===== config.mk =====
export PLATFORM = sky130hd
export DESIGN_NAME = ex_muldiv_seq
export DESIGN_NICKNAME = d
export VERILOG_FILES = /design/src/rtl/ex_muldiv_seq.sv
export SDC_FILE = /design/constraint.sdc
export NUM_CORES = 1
export LEC_CHECK = 0
export CAP_MARGIN = 20
export CORE_MARGIN = 1
export CORE_UTILIZATION = 55
export CTS_BUF_LIST = sky130_fd_sc_hd__clkbuf_16
export DETAILED_ROUTE_END_ITERATION = 10
export GPL_TIMING_DRIVEN = 0
export PLACE_DENSITY = 0.81
export SLEW_MARGIN = 10
export SYNTH_ARGS = -nofsm -noshare
export SYNTH_HDL_FRONTEND = slang
export SYNTH_SLANG_ARGS = --single-unit

===== constraint.sdc =====
create_clock -name clk -period 6.5 [get_ports clk]
set_input_delay 1.95 -clock clk [delete_from_list [all_inputs] [get_ports clk]]
set_output_delay 1.95 -clock clk [all_outputs]
set_load 0.01 [all_outputs]

===== src/rtl/ex_muldiv_seq.sv =====
// rtl/ex_muldiv_seq.sv - RV32M iterative multiply/divide sequencer for the EX stage (option: MULDIV_EARLY_OUT_EN)
module ex_muldiv_seq (
    input  logic        clk,
    input  logic        rst_n,
    input  logic        start,
    input  logic [2:0]  funct3,
    input  logic [31:0] op_a,
    input  logic [31:0] op_b,
    input  logic        flush,
    output logic        stall,
    output logic        done,
    output logic [31:0] result
);

    typedef enum logic [2:0] {IDLE, MUL, DIV, FIX, DONE} state_t;

    state_t      state, state_nxt;
    logic [2:0]  f3;
    logic        neg_res;
    logic        special;
    logic [31:0] spec_val;
    logic [31:0] opd;
    logic [63:0] acc;
    logic [5:0]  cnt;

    logic        a_sgn, b_sgn, is_div, div_zero, div_ovf, sp_comb, neg_comb;
    logic [31:0] a_abs, b_abs, spec_comb;
    logic [32:0] sum;
    logic [31:0] diff;
    logic        ge;
    logic [63:0] prod;
    logic [31:0] dval, dval_n, fix_val;

    // Operand interpretation at the start edge
    always_comb begin
        is_div   = funct3[2];
        a_sgn    = op_a[31] & ~(funct3 == 3'b011 || funct3 == 3'b101 || funct3 == 3'b111);
        b_sgn    = op_b[31] & (funct3 == 3'b000 || funct3 == 3'b001 ||
                               funct3 == 3'b100 || funct3 == 3'b110);
        a_abs    = a_sgn ? -op_a : op_a;
        b_abs    = b_sgn ? -op_b : op_b;
        div_zero = is_div && (op_b == 32'h0);
        div_ovf  = is_div && !funct3[0] && (op_a == 32'h8000_0000) && (op_b == 32'hFFFF_FFFF);
        if (is_div)
            neg_comb = funct3[1] ? a_sgn : ((a_sgn ^ b_sgn) && (op_b != 32'h0));
        else
            neg_comb = a_sgn ^ b_sgn;
        if (div_zero)
            spec_comb = funct3[1] ? op_a : 32'hFFFF_FFFF;
        else if (div_ovf)
            spec_comb = funct3[1] ? 32'h0 : 32'h8000_0000;
        else
            spec_comb = 32'h0;
`ifdef MULDIV_EARLY_OUT_EN
        sp_comb = div_zero || div_ovf || (!is_div && (op_a == 32'h0 || op_b == 32'h0));
`else
        sp_comb = div_zero || div_ovf;
`endif
    end

    // Iteration and final-fixup arithmetic
    always_comb begin
        sum     = {1'b0, acc[63:32]} + {1'b0, opd};
        ge      = acc[63:31] >= {1'b0, opd};
        diff    = acc[62:31] - opd;
        prod    = neg_res ? -acc : acc;
        dval    = f3[1] ? acc[63:32] : acc[31:0];
        dval_n  = neg_res ? -dval : dval;
        if (f3[2])
            fix_val = dval_n;
        else if (f3[1:0] == 2'b00)
            fix_val = prod[31:0];
        else
            fix_val = prod[63:32];
    end

    always_ff @(posedge clk or negedge rst_n) begin
        if (!rst_n)
            state <= IDLE;
        else
            state <= state_nxt;
    end

    always_comb begin
        state_nxt = state;
        if (flush && state != IDLE) begin
            state_nxt = IDLE;
        end else begin
            case (state)
                IDLE: begin
                    if (start && !flush) begin
`ifdef MULDIV_EARLY_OUT_EN
                        if (sp_comb)
                            state_nxt = DONE;
                        else
`endif
                        state_nxt = funct3[2] ? DIV : MUL;
                    end
                end
                MUL, DIV: if (cnt == 6'd31) state_nxt = FIX;
                FIX:      state_nxt = DONE;
                DONE:     state_nxt = IDLE;
                default:  state_nxt = IDLE;
            endcase
        end
    end

    always_comb begin
        stall = ((state == IDLE) && start && !flush) ||
                (state == MUL) || (state == DIV) || (state == FIX);
        // A flush landing on DONE squashes the writeback as well
        done  = (state == DONE) && !flush;
    end

    // For divides acc holds {rem, quo}; for multiplies {partial product, multiplier}
    always_ff @(posedge clk or negedge rst_n) begin
        if (!rst_n) begin
            f3       <= 3'b000;
            neg_res  <= 1'b0;
            special  <= 1'b0;
            spec_val <= 32'h0;
            opd      <= 32'h0;
            acc      <= 64'h0;
            cnt      <= 6'd0;
            result   <= 32'h0;
        end else begin
            case (state)
                IDLE: begin
                    if (start && !flush) begin
                        f3       <= funct3;
                        neg_res  <= neg_comb;
                        special  <= sp_comb;
                        spec_val <= spec_comb;
                        opd      <= is_div ? b_abs : a_abs;
                        acc      <= {32'h0, is_div ? a_abs : b_abs};
                        cnt      <= 6'd0;
`ifdef MULDIV_EARLY_OUT_EN
                        if (sp_comb)
                            result <= spec_comb;
`endif
                    end
                end
                MUL: begin
                    acc <= acc[0] ? {sum, acc[31:1]} : {1'b0, acc[63:1]};
                    cnt <= cnt + 6'd1;
                end
                DIV: begin
                    acc <= ge ? {diff, acc[30:0], 1'b1} : {acc[62:0], 1'b0};
                    cnt <= cnt + 6'd1;
                end
                FIX: begin
                    if (!flush)
                        result <= special ? spec_val : fix_val;
                end
                default: ;
            endcase
        end
    end

endmodule


==> impl_metrics.toml <==
[run_status]
status = "finished clean"

[floorplan]
die_x_um = 176.6
core_um2 = 29800
ioPinCount = 105
rows = 63
die_y_um = 176.6
start_util = 0.5629
dieArea_um2 = 31200

[yosys]
synth.avg_cell_area_um2 = 7.562
ys.flop_type = "dfrtp_1"
syn-num-nets = 2361
synth_cells = 2218
synth_edf_count = 0
synth_cell_types = 72
synth_area_leaders = "dfrtp_1 26%, a21oi_1 6.7%, o21ai_0 5.8%"
syn_area_um2 = 16770
synthArstFlopShare = 1.000
yosys_warnings = 0
synth.ff_latch_count = 174
yosysTopAreaCellShare = 0.2596
seq_area_frac_synth = 0.2596
synth_area_leader_cell = "dfrtp_1"

[setup_path]
end_kind = "flop"
critical_path.startpoint_type = "flop"
cp.required_ns = 6.83
r2r_slack_ns = 0.32
regToRegEndpoint = "result[28]$_DFFE_PN0P_"
worstRegToRegCells = 15
cp_data_arrival_time_ns = 6.51
r2r_start = "f3[1]$_DFFE_PN0P_"
path_class = "reg2reg"
critPathMaxFanout = 19

[final_layout]
final-seq-area_um2 = 4354
nNetsFinal = 2483
areaGrowthSynthToFinish_pct = 12.97
n_fill_cell = 2706
final_cells = 2746
multi_input_area_um2 = 11430
drive_above_1_share = 0.03612

[route]
route.detailed.drc = 0
wire_per_inst_um = 25.97
drtAntennaViolNets = 0
viasPerCell = 6.892
drtPass1Iterations = 7
drt_first_iter_violations = 2806
dr_total_vias = 18930
wirelength_mm = 71.32

[worst_hold_path]
hold_start = "result[5]$_DFFE_PN0P_"
min_path_cells = 2
min_to = "result[5]$_DFFE_PN0P_"
hp-class = "reg2reg"

[clocking]
postCtsSetupBuffers = 0
clockBufferDepth = 2
clockRootBuffer = "clkbuf_16"
cts_tree = "built"
numCtsBuffers = 17
insertion_delay_ns = 0.46
cts_hold_buffers = 0
htree_levels = 4
clock-sinks = 174
clkTransAtPathRegs_ns = 0.08

[place]
placedCellCount = 2712
dpl_worst_slack_ns = -0.06922
gp_congestion = 1.044
hpwl_mm = 55.73
io_buffers = 102

[timing]
layout_setup_ws_ns = 0.3163
setup-violations-final = 0
rsz0062_at_grt = "no"
period_minus_slack_ns = 6.184
fmax_ghz = 0.1617
tightest_slew_ns = 1.029
maxSlewViolCount = 0
hold_viol = 0
relSlewSlack = 0.3141
post-route-period-util = 0.9513
fin_skew_ns = 0.01338

[pwr]
power.density_cell_area_nw_per_um2 = 460.2
total_power_uw = 8720
static-leakage-power_uw = 0.007623
peakVddDrop_mv = 0.2424

[grt]
antenna_found_initial = 1
grt_max_degree = 90
grt_pass1_vias = 17400
overflow = 0
grt_pass1_wl_mm = 105.5
grtUsageTotal = 0.4549

[flow_run]
cap_viol_max_count = 0
==> area by class of cell <==
cell class                 count  area share
multi-input combinational   1787      0.6030
clock inverter                15     0.01030
buffer                       186     0.03843
clock buffer                  17     0.02245
antenna                        3   0.0003962
timing repair buffer         104     0.05599
sequential                   174      0.2298
tap                          390     0.02575
inverter                      70     0.01387
==> cells in the mapped netlist, drive strengths merged, types with 56 or more instances <==
cell / instances
a21oi: 225
clkbuf: 158
dfrtp: 174
ha: 70
inv: 68
mux2i: 56
nand2: 209
nor2: 186
o21ai: 198
o31ai: 63
xnor2: 100
xor2: 95
==> kinds of logic (layout without fill, tap and decap cells) <==
logic type	count (synthesis)	count (layout)	synth area share
AOI/OAI and AO/OA	737	737	0.2750
and+or+nand+nor	707	707	0.2030
buffers and inverters	257	392	0.05915
xor gates and xnor gates	195	195	0.1018
DFF	174	174	0.2596
muxes	76	76	0.04685
adders and majority gates	72	72	0.05460
other	0	3	0
==> power by group <==
| part | internal, µW | leakage [µW] | switching (µW) | total [µW] |
|---|---|---|---|---|
| sequential | 1420 | 0.00222 | 378 | 1800 |
| clock | 587 | 0.000304 | 540 | 1130 |
| combinational | 2150 | 0.00510 | 3640 | 5790 |
==> per-layer routing <==
layer / GRT usage / up-vias / routed length (µm)
li1: - / 8351 / -
met1: 0.5894 / 8914 / 27330
met2: 0.6698 / 1389 / 29870
met3: 0.1510 / 271 / 9633
met4: 0.2389 / 0 / 4486
met5: 0 / - / 0
==> worst max-delay path, cell delays in order (launching register included) <==
cell and delay [ns]:
dfrtp_1 0.32, buf_2 0.22, buf_2 0.34, buf_2 0.36, buf_2 0.35, buf_1 0.59, clkbuf_4 0.53, mux2i_1 0.30
ha_1 0.20, o21ai_0 0.28, or4_1 0.67, or3_1 0.52, o41ai_1 0.45, xor2_1 0.20, a221oi_1 0.55, o21ai_0 0.14
==> worst max-delay path by stage <==
stage / startpoint / end
after global routing: f3[1]$_DFFE_PN0P_ / result[28]$_DFFE_PN0P_
final: f3[1]$_DFFE_PN0P_ / result[28]$_DFFE_PN0P_
after CTS: f3[1]$_DFFE_PN0P_ / result[28]$_DFFE_PN0P_
after global placement: rst_n / cnt[3]$_DFFE_PN0P_
after floorplan: f3[1]$_DFFE_PN0P_ / result[30]$_DFFE_PN0P_
after detailed placement: f3[1]$_DFFE_PN0P_ / result[28]$_DFFE_PN0P_
==> state kept, by name, indices dropped and copies added, names as in the netlist <==
name	count
result	32
cnt	6
state	3
neg_res	1
acc	64
spec_val	32
f3	3
special	1
opd	32
==> cell usage in the layout (no fill, tap or decap), types with 62 or more instances in the layout <==
cell / n
ha_1: 70
a21oi_1: 225
o31ai_1: 62
clkbuf_1: 158
nor2_1: 186
clkdlybuf4s50_1: 101
nand2_1: 209
xor2_1: 95
dfrtp_1: 174
xnor2_1: 100
o21ai_0: 195
inv_1: 68
==> metrics by stage <==
step           setup TNS [ns]  hold slack, ns  area (µm²)    util
2_1_floorplan               0          0.4408       16770       -
3_3_place_gp          -638.09          0.4637       18280  0.6136
3_5_place_dp         -0.06922          0.4690       18320  0.6149
4_1_cts                     0          0.4866       18940  0.6356
5_1_grt                     0          0.5095       18940  0.6357
6_report                    0          0.4845       18950  0.6360
==> timing repair <==
| item | CTS | global route |
|---|---|---|
| endpoints found under the setup margin | 1 | 1 |
| pin swaps | 0 | 0 |
| resized for setup | 0 | 1 |
No activity file was read; power rests on OpenSTA's default activity.
